**src/rtl/pcmux.sv**
```systemverilog
// PC mux select encoding shared between hazard_unit, EX and the fetch stage.
package pcmux;

    // pc_plus4: sequential fetch; alu_out: redirect to the EX branch target
    typedef enum logic {
        pc_plus4 = 1'b0,
        alu_out  = 1'b1
    } pcmux_sel_t;

endpackage

```
**src/rtl/rv32i_types.sv**
```systemverilog
// Common RV32I core types and constants used by the fetch stage.
package rv32i_types;

    localparam logic [31:0] RESET_PC_DEFAULT = 32'h0000_0060;

    // FETCH: request outstanding; HOLD: response parked behind a stalled IF/ID;
    // DISCARD: wrong-path request still in flight, its response will be dropped
    typedef enum logic [1:0] {
        FETCH   = 2'd0,
        HOLD    = 2'd1,
        DISCARD = 2'd2
    } fetch_state_t;

    // Sequential PC; wraps modulo 2^32, no alignment check
    function automatic logic [31:0] pc_inc(input logic [31:0] pc);
        return pc + 32'd4;
    endfunction

endpackage

```
**src/rtl/pc_register.sv**
```systemverilog
// 32-bit register with load enable and asynchronous active-high reset.
// Used for the fetch PC and for the pending redirect target.
module pc_register #(
    parameter logic [31:0] RESET_VAL = 32'h0000_0000
) (
    input  logic        clk,
    input  logic        rst,
    input  logic        load_i,
    input  logic [31:0] d_i,
    output logic [31:0] q_o
);

    // Hold the value unless a load is requested
    always_ff @(posedge clk or posedge rst) begin
        if (rst) begin
            q_o <= RESET_VAL;
        end else if (load_i) begin
            q_o <= d_i;
        end
    end

endmodule

```
**src/rtl/fetch_unit.sv**
```systemverilog
// Instruction-fetch stage: PC register, imem request/response handshake and the
// IF/ID register. A redirect squashes the wrong-path fetch, including a request
// that is already in flight (DISCARD waits for its response and drops it).
// Optional build macro FETCH_PERF_CNT_EN adds perf_fetched / perf_squashed.
module fetch_unit
    import rv32i_types::*;
    import pcmux::*;
#(
    parameter logic [31:0] RESET_PC = RESET_PC_DEFAULT
) (
    input  logic        clk,
    input  logic        rst,
    input  pcmux_sel_t  pcmux_sel,
    input  logic [31:0] br_target,
    input  logic        stall,
    output logic [31:0] imem_address,
    output logic        imem_read,
    input  logic [31:0] imem_rdata,
    input  logic        imem_resp,
    output logic        if_valid,
    output logic [31:0] if_pc,
    output logic [31:0] if_instr
`ifdef FETCH_PERF_CNT_EN
    ,
    output logic [31:0] perf_fetched,
    output logic [31:0] perf_squashed
`endif
);

    fetch_state_t state_q, state_d;

    logic [31:0] pc_q, pc_d;
    logic        pc_load;
    logic [31:0] tgt_q;
    logic        tgt_load;
    logic [31:0] buf_q;
    logic        buf_load;

    logic        ifid_load;
    logic [31:0] ifid_instr_d;
    logic        drop_resp;

    logic redirect;
    logic consume;
    logic slot_free;

    assign redirect  = (pcmux_sel == alu_out);
    assign consume   = if_valid && !stall;
    assign slot_free = !if_valid || !stall;

    pc_register #(
        .RESET_VAL (RESET_PC)
    ) u_pc_reg (
        .clk    (clk),
        .rst    (rst),
        .load_i (pc_load),
        .d_i    (pc_d),
        .q_o    (pc_q)
    );

    // Latest redirect target seen while a wrong-path request is in flight
    pc_register #(
        .RESET_VAL (32'h0000_0000)
    ) u_tgt_reg (
        .clk    (clk),
        .rst    (rst),
        .load_i (tgt_load),
        .d_i    (br_target),
        .q_o    (tgt_q)
    );

    // The address is the PC in every state; in DISCARD the PC still holds the
    // old address so the in-flight request stays stable until its response.
    assign imem_address = pc_q;
    assign imem_read    = !rst && (state_q != HOLD);

    // Next-state, PC/target loads and IF/ID load decision
    always_comb begin
        state_d      = state_q;
        pc_load      = 1'b0;
        pc_d         = pc_inc(pc_q);
        tgt_load     = 1'b0;
        buf_load     = 1'b0;
        ifid_load    = 1'b0;
        ifid_instr_d = imem_rdata;
        drop_resp    = 1'b0;

        unique case (state_q)
            FETCH: begin
                if (imem_resp) begin
                    if (redirect) begin
                        pc_load   = 1'b1;
                        pc_d      = br_target;
                        drop_resp = 1'b1;
                    end else if (slot_free) begin
                        ifid_load = 1'b1;
                        pc_load   = 1'b1;
                    end else begin
                        buf_load = 1'b1;
                        state_d  = HOLD;
                    end
                end else if (redirect) begin
                    tgt_load = 1'b1;
                    state_d  = DISCARD;
                end
            end

            HOLD: begin
                if (redirect) begin
                    pc_load   = 1'b1;
                    pc_d      = br_target;
                    drop_resp = 1'b1;
                    state_d   = FETCH;
                end else if (!stall) begin
                    ifid_load    = 1'b1;
                    ifid_instr_d = buf_q;
                    pc_load      = 1'b1;
                    state_d      = FETCH;
                end
            end

            DISCARD: begin
                if (redirect) begin
                    tgt_load = 1'b1;
                end
                if (imem_resp) begin
                    drop_resp = 1'b1;
                    pc_load   = 1'b1;
                    pc_d      = redirect ? br_target : tgt_q;
                    state_d   = FETCH;
                end
            end

            default: begin
                state_d = FETCH;
            end
        endcase
    end

    // FSM state, response buffer and IF/ID register; redirect beats stall
    always_ff @(posedge clk or posedge rst) begin
        if (rst) begin
            state_q  <= FETCH;
            buf_q    <= 32'h0000_0000;
            if_valid <= 1'b0;
            if_pc    <= 32'h0000_0000;
            if_instr <= 32'h0000_0000;
        end else begin
            state_q <= state_d;
            if (buf_load) begin
                buf_q <= imem_rdata;
            end
            if (redirect) begin
                if_valid <= 1'b0;
            end else if (ifid_load) begin
                if_valid <= 1'b1;
                if_pc    <= pc_q;
                if_instr <= ifid_instr_d;
            end else if (consume) begin
                if_valid <= 1'b0;
            end
        end
    end

`ifdef FETCH_PERF_CNT_EN
    logic [1:0] squash_inc;

    // A redirect can drop a response and invalidate IF/ID in the same cycle
    assign squash_inc = {1'b0, drop_resp} + {1'b0, (redirect && if_valid)};

    // Free-running event counters, wrapping on overflow
    always_ff @(posedge clk or posedge rst) begin
        if (rst) begin
            perf_fetched  <= 32'h0000_0000;
            perf_squashed <= 32'h0000_0000;
        end else begin
            if (ifid_load && !redirect) begin
                perf_fetched <= perf_fetched + 32'd1;
            end
            perf_squashed <= perf_squashed + {30'b0, squash_inc};
        end
    end
`endif

endmodule

```
**config.mk**
```make
export PLATFORM = sky130hd
export DESIGN_NAME = fetch_unit
export DESIGN_NICKNAME = d
export VERILOG_FILES = /design/src/rtl/pcmux.sv /design/src/rtl/rv32i_types.sv /design/src/rtl/pc_register.sv /design/src/rtl/fetch_unit.sv
export SDC_FILE = /design/constraint.sdc
export NUM_CORES = 1
export LEC_CHECK = 0
export CORE_ASPECT_RATIO = 1.75
export CORE_MARGIN = 3
export CORE_UTILIZATION = 45
export DETAILED_ROUTE_END_ITERATION = 8
export PLACE_DENSITY = 0.72
export SYNTH_ARGS = -nofsm -noshare
export SYNTH_HDL_FRONTEND = slang
export SYNTH_SLANG_ARGS = --single-unit
```
**constraint.sdc**
```tcl
create_clock -name clk -period 7.2 [get_ports clk]
set_input_delay 1.8 -clock clk [delete_from_list [all_inputs] [get_ports clk]]
set_output_delay 1.8 -clock clk [all_outputs]
set_load 0.02 [all_outputs]
```
# --- Word level (Yosys, flattened, before mapping) ---
# Index checks and enable logic that the tools add are counted.
op_classes:
  n_addsub: 1
  n_eq_ne: 8
  muxes: 36
  bitwise_logic: 1
  n_reduce_logical: 10
op_table:
  columns: ["cell", "n"]
  rows:
  - ["2-to-1 mux 32 bit", 6]
  - ["one-hot mux 32 bit (3 select lines)", 1]
  - ["adder 32 x 3 -> 32 bit, second input constant", 1]
  - ["2-to-1 mux 1 bit", 18]
  - ["2-to-1 mux 2 bit", 7]
  - ["!= test 3 bit, second input constant", 4]
  - ["one-hot mux 2 bit (3 select lines)", 1]
  - ["AND reduction 5 bit", 1]
  - ["one-hot mux 1 bit (2 select lines)", 2]
  - ["zero test 1 bit", 3]
  - ["one-hot mux 1 bit (3 select lines)", 1]
  - ["nonzero test 3 bit", 1]
  - ["equality test 2 x 1 -> 1 bit, second input constant", 1]
  - ["equality test 2 bit, second input constant", 1]
  - ["logical AND 1 bit", 2]
  - ["zero test 2 bit", 1]
  - ["!= test 2 x 1 -> 1 bit, second input constant", 1]
  - ["!= test 2 bit, second input constant", 1]
  - ["AND reduction 2 bit", 1]
  - ["logical OR 1 bit", 1]
  - ["inverter 1 bit", 1]
totals:
  regBits: 163
  output_inout_bits: 98
  wordCells: 63

# --- Depth between registers and ports, before layout ---
# Gate-level depths: netlist (run 1).
logic_depth:
  word_depth: 8
  ltp_mapped: 8
  depth_no_buf: 6

# --- Modules after synthesis ---
# From an unflattened synthesis (run 1), not the netlist that was laid out.
hier_totals:
  hier_cells: 636
  hier_area_um2: 8086.5
by_module_without_submodules:
  columns: ["mod", "instances", "cells_per_inst", "area_per_inst_um2"]
  rows:
  - ["fetch_unit", 1, 498, 5386.4]
  - ["pc_register at u_pc_reg", 1, 69, 1351.3]
  - ["pc_register at u_tgt_reg", 1, 69, 1348.8]

# --- Worst setup path after synthesis (run 1) ---
# No wires, ideal clock.
synth_timing:
  path_kind: "input-to-output"
  startpoint: "input rst"
  endpoint: "output imem_read"
  t_arrival_ps: 2093
  required_time_ps: 5400
  slack_ps: 3307
  stages: 1
  path_buffers: 0
  path_cell_list: "nor2_1"
synth_via:
  elab_chain_cells: 2
synth_lines:
  columns: ["item", "line_no", "rtl"]
  rows:
  - ["start: declaration", "fetch_unit.sv:12", "input logic rst,"]
  - ["zero test 1 bit (no source line)", null, null]
  - ["logical AND 1 bit", "fetch_unit.sv:75", "assign imem_read = !rst && (state_q != HOLD);"]
  - ["end: declaration", "fetch_unit.sv:17", "output logic imem_read,"]
# Every way passes these cells.

# --- Worst setup path after layout (run 1) ---
# Same ends and word-level chain as after synthesis.

==> results of run 1 <==
synth_stat cells, drive strengths merged, types with 6 or more instances:
library cell  count  area (um2)
o21ai            75         375
nor2             40         153
a22o              6        52.6
a221oi           11        96.3
dfrtp           161        4030
nand3            28         140
clkbuf           14        52.6
buf              31         146
a222oi            7        70.1
nor4             11         111
a31oi             7        43.8
mux2i            39         390
mux2             95        1070
a21oi             8        40.0
nand2            54         203
nand4            10         108
and2              7        43.8
kinds of logic (layout without fill, tap and decap cells):
family                   count (synthesis)  after routing  share of synthesized area
AND/OR/NAND/NOR                        175            175                      0.123
flip-flops                             163            163                      0.536
AO/OA/AOI/OAI                          142            142                      0.119
multiplexers                           134            134                      0.192
buffers and inverters                   48            207                     0.0276
adder cells (fa/ha/maj)                  1              1                    0.00164
XOR/XNOR                                 1              1                    0.00115
path summary, 6_finish.rpt:
check | cells after the start | to | start | slack [ns]
max | 3 | imem_read | rst | 2.36
min | 2 | if_pc[6] | if_pc[6] | 0.48
max reg2reg | 6 | u_pc_reg.q_o[20] | u_pc_reg.q_o[2] | 4.52
min reg2reg | 2 | if_pc[6] | if_pc[6] | 0.48
max in group asynchronous | 3 | u_tgt_reg.q_o[1] | rst | 3.84
min in group asynchronous | 2 | if_instr[2] | rst | 2.02
worst max-delay path, cell delays in order:
cell and delay, ns:
clkdlybuf4s50_1 0.49, nor2_1 0.13, clkdlybuf4s50_1 0.61
layer usage:
metal  part of all wire  vias to the layer above  wire (um)
li1                   -                     2742          -
met1               0.37                     2987       7360
met2               0.55                      185      10900
met3              0.048                       25        955
met4              0.026                        0        505
met5                  0                        -          0
registers in the layout (all words and copies together) (netlist names):
signal	flops
state_q	2
buf_q	32
if_instr	32
if_valid	1
if_pc	32
u_pc_reg.q_o	32
u_tgt_reg.q_o	32
power by group through the flow:
stage	logic, mW	registers, mW	clock network, mW
floorplan	0.327	1.46	0
global placement	0.877	1.32	0
detailed placement	0.901	1.34	0
CTS	0.904	1.32	0.938
global route	0.955	1.35	0.973
finish	0.892	1.32	0.916
stage by stage:
stage	instances	hold WS [ns]
floorplan	664	0.479
global placement	1017	0.463
detailed placement	1017	0.473
CTS	1047	0.489
global route	1047	0.511
finish	1047	0.483
cell type report:
| class | count | area share |
|---|---|---|
| sequential | 163 | 0.407 |
| inverter | 3 | 0.00162 |
| timing repair buffer | 174 | 0.172 |
| clock buffer | 18 | 0.0428 |
| tap | 224 | 0.0279 |
| multi-input combinational | 453 | 0.334 |
| clock inverter | 12 | 0.0155 |
==> flow_summary.yaml, run 1 <==
clock_tree:
  post-cts-setup-buffer-count: 0
  clock_sinks: 163
  ctsRootBufferMaster: "clkbuf_16"
  cts_resized: 0
  clk_pin_slew_ns: 0.07
  numCtsBuffers: 17
  clkLatencyLatePin_ns: 0.41
  tritoncts: "built"
  cts_buffer_depth: 2
  htree_levels: 4
  cts_hold_buf: 0
synthesis:
  syn_nets: 734
  synth.distinct_cells: 53
  ys_seq_area_frac: 0.536
  ys.flop_type: "dfrtp_1"
  ys_ff_latch: 163
  yosysWarnings: 0
  async_flop_share: 1.00
  synthesis.area_mm2: 0.00761
  synth_edf_count: 0
  synthCells: 664
  avgSynthCellArea_um2: 11.5
final_layout:
  syn2layout_area_growth_pct: 31.8
  multiInputGateArea_mm2: 0.00335
  seq_area_mm2: 0.00408
  mostFrequentLayoutCells: "clkdlybuf4s50_1, dfrtp_1, mux2_2, o21ai_0, nand2_1"
  nets: 882
  drive_gt1_frac: 0.180
  fin_util: 0.607
  fin_area_mm2: 0.0100
  antennaDiodeCount: 0
  mostFrequentLayoutCell: "clkdlybuf4s50_1"
  nFillCells: 1394
worst_setup_path:
  cp_max_fo: 2
  startpoint_type: "input pin"
  endpoint_kind: "output port"
  cp_data_arrival_time_ns: 3.04
  cp.required_ns: 5.40
  critPathKind: "input pin to output port"
pwr:
  p_switching_mw: 0.988
  clockPowerShare: 0.293
  vdd_drop_max_mv: 0.157
  leakagePower_nw: 4.05
  total_power_mw: 3.13
  power.density_mw_per_mm2: 312
  p_int_mw: 2.14
  switching_share: 0.316
  power_frac_comb: 0.285
  seq_power_share: 0.423
worst_hold_path:
  min_path_type: "flip-flop to flip-flop"
global_route:
  gr-total-overflow: 0
  busiest_layer: "met2"
  grt_start_max_net_pins: 109
  antenna_found_initial: 0
  grtUsageMet1: 0.229
  use_met2: 0.403
  met3_usage: 0.0391
  grt_usage: 0.211
  grt_pass1_vias: 6211
  grt_pass1_wl_um: 31500
die:
  die_x_um: 104
  die_area_mm2: 0.0186
  die_h_um: 178
  num_rows: 62
  core_mm2: 0.0165
  io_pins: 167
  start_util: 0.461
routing:
  routed_wl_um: 19700
  dr.pass1.iters: 6
  ant_nets: 0
  wl_per_cell_um: 18.8
  route.detailed.drc: 0
  first_iter_violations: 292
  num_vias: 5939
  route.detailed.vias_per_inst: 5.67
place:
  pre_cts_slack_ns: 2.36
  placed_area_mm2: 0.00945
  gp_congestion: 0.836
  io_buffers: 166
  dp_hpwl_um: 13500
timing:
  tightest_slew_ns: 1.24
  slew_headroom: 0.173
  drv_slew: 0
  layout_setup_ws_ns: 2.36
  period_minus_slack_ns: 4.84
  finClkSkew_ns: 0.0148
  max_freq_mhz: 207
  rsz0062_at_grt: "false"
  hold_viol: 0
  min_period_over_period: 0.672
  report.final.setup_viol: 0
  final.setup.tns_ns: 0
run_status:
  status: "finished, final reports clean"
job:
  cap_violations: 0
Power figures use the tool's default switching activity.
==> inputs of run 2 (changes only) <==
==> constraint.sdc (replaced) <==
create_clock -name clk -period 4.6 [get_ports clk]
set_input_delay 1.15 -clock clk [delete_from_list [all_inputs] [get_ports clk]]
set_output_delay 1.15 -clock clk [all_outputs]
set_load 0.02 [all_outputs]
==> flow_summary.yaml, run 2 (same netlist as run 1, synthesis figures left out) <==
run_status:
  status: "finished, final reports clean"
worst_setup_path:
  critPathMostFrequentCell: "clkdlybuf4s50_1"
  cp_data_arrival_time_ns: 2.34
  endpoint_kind: "output port"
  critPathKind: "input pin to output port"
  r2r-start: "state_q[1]"
  cp_cell_sequence: "clkdlybuf4s50_1, nor2_1, clkdlybuf4s50_1"
  reg2reg_to: "if_instr[21]"
  startpoint_type: "input pin"
  rr_worst_depth: 5
  critPathTopFamily: "buffers and inverters"
  critical_path_buf_inv_count: 2
  cpPeakStageDelay_ns: 0.61
  cp_max_fo: 2
  cp.required_ns: 3.45
  critPathSlowestCell: "clkdlybuf4s50_1"
  reg2reg_slack_ns: 2.10
routing:
  ant_nets: 0
  dr.pass1.iters: 5
  route.detailed.vias_per_inst: 5.70
  first_iter_violations: 312
  wl_per_cell_um: 18.3
  route.detailed.drc: 0
  num_vias: 6003
  routed_wl_um: 19300
final_layout:
  nFillCells: 1399
  drive_gt1_frac: 0.187
  nets: 887
  fin_area_mm2: 0.0101
  syn2layout_area_growth_pct: 32.6
  layoutNonFillerInstCount: 1054
  antennaDiodeCount: 0
  mostFrequentLayoutCells: "clkdlybuf4s50_1, dfrtp_1, mux2_2, o21ai_0, nand2_1"
  mostFrequentLayoutCell: "clkdlybuf4s50_1"
pwr:
  leakagePower_nw: 4.07
  total_power_mw: 4.85
  power.density_mw_per_mm2: 480
  vdd_drop_max_mv: 0.247
global_route:
  grt_pass1_wl_um: 31300
  gr-total-overflow: 0
  antenna_found_initial: 0
  grt_start_max_net_pins: 90
  grt_usage: 0.209
  grt_pass1_vias: 6219
die:
  io_pins: 167
  die_x_um: 104
  die_area_mm2: 0.0186
  core_mm2: 0.0165
  num_rows: 62
  start_util: 0.461
  die_h_um: 178
timing:
  max_freq_mhz: 286
  min_period_over_period: 0.759
  final.setup.tns_ns: 0
  hold_viol: 0
  tightest_slew_ns: 0.962
  period_minus_slack_ns: 3.49
  drv_slew: 0
  finClkSkew_ns: 0.0120
  report.final.setup_viol: 0
  slew_headroom: 0.358
  rsz0062_at_grt: "false"
worst_hold_path:
  worstHoldPathCells: 2
  min_path_type: "flip-flop to flip-flop"
  holdPathEnd: "if_instr[2]"
  min_from: "if_instr[2]"
clock_tree:
  tritoncts: "built"
  cts_hold_buf: 0
  numCtsBuffers: 17
  clock_sinks: 163
  cts_buffer_depth: 2
  clk_pin_slew_ns: 0.07
  cts_resized: 0
  ctsRootBufferMaster: "clkbuf_16"
  clkLatencyLatePin_ns: 0.41
  htree_levels: 4
  post-cts-setup-buffer-count: 0
place:
  placed_cells: 1022
  placed_area_mm2: 0.00952
  io_buffers: 166
  dp_hpwl_um: 13700
  gp_congestion: 0.802
job:
  cap_violations: 0
[run 2: worst register-to-register path, stage by stage (launching register included)]
cell,delay [ns]
dfrtp_1,0.57
nor2_1,0.40
nand3_4,0.67
buf_4,0.53
nand2_1,0.12
o21ai_0,0.08
[run 2: through the flow]
step	utilization	hold WS [ns]	setup slack, ns
detailed placement	0.576	0.470	1.02
floorplan	-	0.479	1.38
global route	0.611	0.511	1.07
finish	0.611	0.481	1.11
global placement	0.576	0.463	1.10
CTS	0.611	0.485	1.10
[run 2: worst max path at each step]
| stage | depth (start not counted) | start | slack [ns] | to |
|---|---|---|---|---|
| floorplan | 1 | rst | 1.38 | buf_q[0] |
| detailed placement | 6 | imem_resp | 1.02 | u_pc_reg.q_o[18] |
| finish | 3 | rst | 1.11 | imem_read |
| global placement | 3 | rst | 1.10 | imem_read |
| global route | 3 | rst | 1.07 | imem_read |
| CTS | 3 | rst | 1.10 | imem_read |
[run 2: cell type report]
type                       instances  area, um2  area share
inverter                           3       15.0     0.00149
sequential                       163       4080       0.404
tap                              224        280      0.0278
multi-input combinational        453       3350       0.331
timing repair buffer             179       1800       0.178
clock buffer                      20        457      0.0452
clock inverter                    12        120      0.0119
[run 2: report_power, final]
group / total (mW) / internal [mW] / switching, mW
registers: 2.07 / 1.78 / 0.292
logic: 1.40 / 0.731 / 0.669
clock network: 1.38 / 0.783 / 0.595
[run 2: routing by layer]
layer	vias to the layer above	share of wire	wire [um]	GRT usage
li1	2754	-	-	-
met2	205	0.56	10700	0.401
met4	0	0.021	415	0.0776
met1	3015	0.37	7190	0.226
met5	-	0	0	0
met3	29	0.050	976	0.0402
==> inputs of run 3 (changes only) <==
--- a/config.mk
+++ b/config.mk
@@ -9,7 +9,7 @@
 export CORE_MARGIN = 3
 export CORE_UTILIZATION = 45
 export DETAILED_ROUTE_END_ITERATION = 8
-export PLACE_DENSITY = 0.72
+export PLACE_DENSITY = 0.75
 export SYNTH_ARGS = -nofsm -noshare
 export SYNTH_HDL_FRONTEND = slang
 export SYNTH_SLANG_ARGS = --single-unit
==> constraint.sdc (replaced) <==
create_clock -name clk -period 3.2 [get_ports clk]
set_input_delay 0.8 -clock clk [delete_from_list [all_inputs] [get_ports clk]]
set_output_delay 0.8 -clock clk [all_outputs]
set_load 0.02 [all_outputs]
==> flow_summary.yaml, run 3 (same netlist as run 1, synthesis figures left out) <==
run_status:
  status: "finished, final reports clean"
timing:
  finClkSkew_ns: 0.0115
  report.final.setup_viol: 0
  max_freq_mhz: 353
  tightest_slew_ns: 1.04
  drv_slew: 0
  min_period_over_period: 0.886
  period_minus_slack_ns: 2.83
  slew_headroom: 0.304
  rsz0062_at_grt: "false"
  final.setup.tns_ns: 0
  hold_viol: 0
clock_tree:
  htree_levels: 4
  clkLatencyLatePin_ns: 0.41
  cts_resized: 0
  numCtsBuffers: 17
  post-cts-setup-buffer-count: 0
  cts_hold_buf: 0
  clk_pin_slew_ns: 0.07
  cts_buffer_depth: 2
  tritoncts: "built"
  clock_sinks: 163
  ctsRootBufferMaster: "clkbuf_16"
place:
  gp_congestion: 0.898
  dp_hpwl_um: 14200
  io_buffers: 166
  placed_cells: 1028
routing:
  ant_nets: 0
  num_vias: 5974
  wl_per_cell_um: 18.7
  dr.pass1.iters: 5
  route.detailed.drc: 0
  first_iter_violations: 269
  routed_wl_um: 19800
  route.detailed.vias_per_inst: 5.64
final_layout:
  mostFrequentLayoutCell: "clkdlybuf4s50_1"
  multiInputGateArea_mm2: 0.00335
  seq_area_mm2: 0.00408
  syn2layout_area_growth_pct: 34.5
  mostFrequentLayoutCells: "clkdlybuf4s50_1, dfrtp_1, mux2_2, o21ai_0, nand2_1"
  drive_gt1_frac: 0.193
  antennaDiodeCount: 0
  layoutNonFillerInstCount: 1060
  nets: 893
  nFillCells: 1334
die:
  die_h_um: 178
  io_pins: 167
  die_x_um: 104
  die_area_mm2: 0.0186
  num_rows: 62
  core_mm2: 0.0165
  start_util: 0.461
global_route:
  grt_usage: 0.214
  antenna_found_initial: 0
  grt_pass1_wl_um: 31900
  gr-total-overflow: 0
  grt_start_max_net_pins: 71
  grt_pass1_vias: 6270
worst_setup_path:
  critPathSlowestCell: "dfrtp_1"
  startpoint_type: "flip-flop"
  cp_data_arrival_time_ns: 2.03
  endpoint_kind: "output port"
  reg2reg_to: "u_pc_reg.q_o[30]"
  crit_start: "state_q[1]"
  cp_max_fo: 18
  reg2reg_slack_ns: 0.83
  cp.required_ns: 2.40
  critPathTopFamily: "flip-flops"
  critPathKind: "flip-flop to output port"
  critical_path_buf_inv_count: 1
  r2r-start: "state_q[1]"
  rr_worst_depth: 6
  cp_cell_sequence: "nor2b_1, nor2_1, clkdlybuf4s50_1"
  cpPeakStageDelay_ns: 0.68
  crit_end: "imem_read"
  crit_cells: 3
pwr:
  power.density_mw_per_mm2: 699
  power_frac_comb: 0.286
  clockPowerShare: 0.299
  leakagePower_nw: 4.15
  p_switching_mw: 2.25
  switching_share: 0.314
  p_int_mw: 4.91
  seq_power_share: 0.416
  vdd_drop_max_mv: 0.341
job:
  cap_violations: 0
worst_hold_path:
  worstHoldPathCells: 2
  min_path_type: "flip-flop to flip-flop"
-- run 3: cell types whose count changed in the layout (fill, tap and decap cells not counted), sizes merged --
| cell | delta |
|---|---|
| buf | +6 |
| bufinv | +2 |
| clkinvlp | -2 |
-- run 3: layout make-up --
cell class | instances | share of cell area
inverters | 3 | 0.00147
flip-flops and latches | 163 | 0.399
clock buffers | 20 | 0.0446
clock inverters | 12 | 0.0164
multi-input cells | 453 | 0.327
repair buffers | 185 | 0.185
well taps | 224 | 0.0274
-- run 3: worst min-delay path by stage --
stage                             end         from  slack [ns]
final                        if_pc[6]     if_pc[6]        0.48
after global routing      if_instr[5]  if_instr[5]        0.51
after CTS                    if_pc[6]     if_pc[6]        0.48
after detailed placement     if_pc[6]     if_pc[6]        0.47
after global placement       if_pc[6]     if_pc[6]        0.47
after floorplan              buf_q[0]     buf_q[0]        0.48
-- run 3: per-layer routing --
| metal | vias to the layer above | track usage | wire, um |
|---|---|---|---|
| met5 | - | 0 | 0 |
| li1 | 2772 | - | - |
| met1 | 2933 | 0.234 | 7260 |
| met4 | 0 | 0.0943 | 571 |
| met2 | 226 | 0.400 | 10900 |
| met3 | 43 | 0.0384 | 1010 |
-- run 3: worst min-delay path, delay by kind of cell (launching register included) --
family / cells / cell delay [ns]
AND/OR/NAND/NOR: 1 / 0.05
flip-flops: 1 / 0.34
AO/OA/AOI/OAI: 1 / 0.06
-- run 3: metrics by stage --
stage / utilization / area (um2) / power (mW) / hold WS (ns) / setup slack, ns
after floorplan: - / 7610 / 4.03 / 0.479 / 0.331
after global placement: 0.582 / 9610 / 4.99 / 0.465 / 0.368
after detailed placement: 0.582 / 9610 / 5.07 / 0.469 / 0.313
after CTS: 0.620 / 10200 / 7.24 / 0.485 / 0.387
after global routing: 0.620 / 10200 / 7.50 / 0.513 / 0.305
final: 0.620 / 10200 / 7.15 / 0.479 / 0.365
-- run 3: power by group through the flow --
stage	Sequential, mW	Clock [mW]	Combinational (mW)
after global routing	3.04	2.27	2.19
after global placement	2.98	0	2.01
after detailed placement	3.01	0	2.06
final	2.97	2.14	2.04
after CTS	2.97	2.20	2.07
after floorplan	3.29	0	0.736
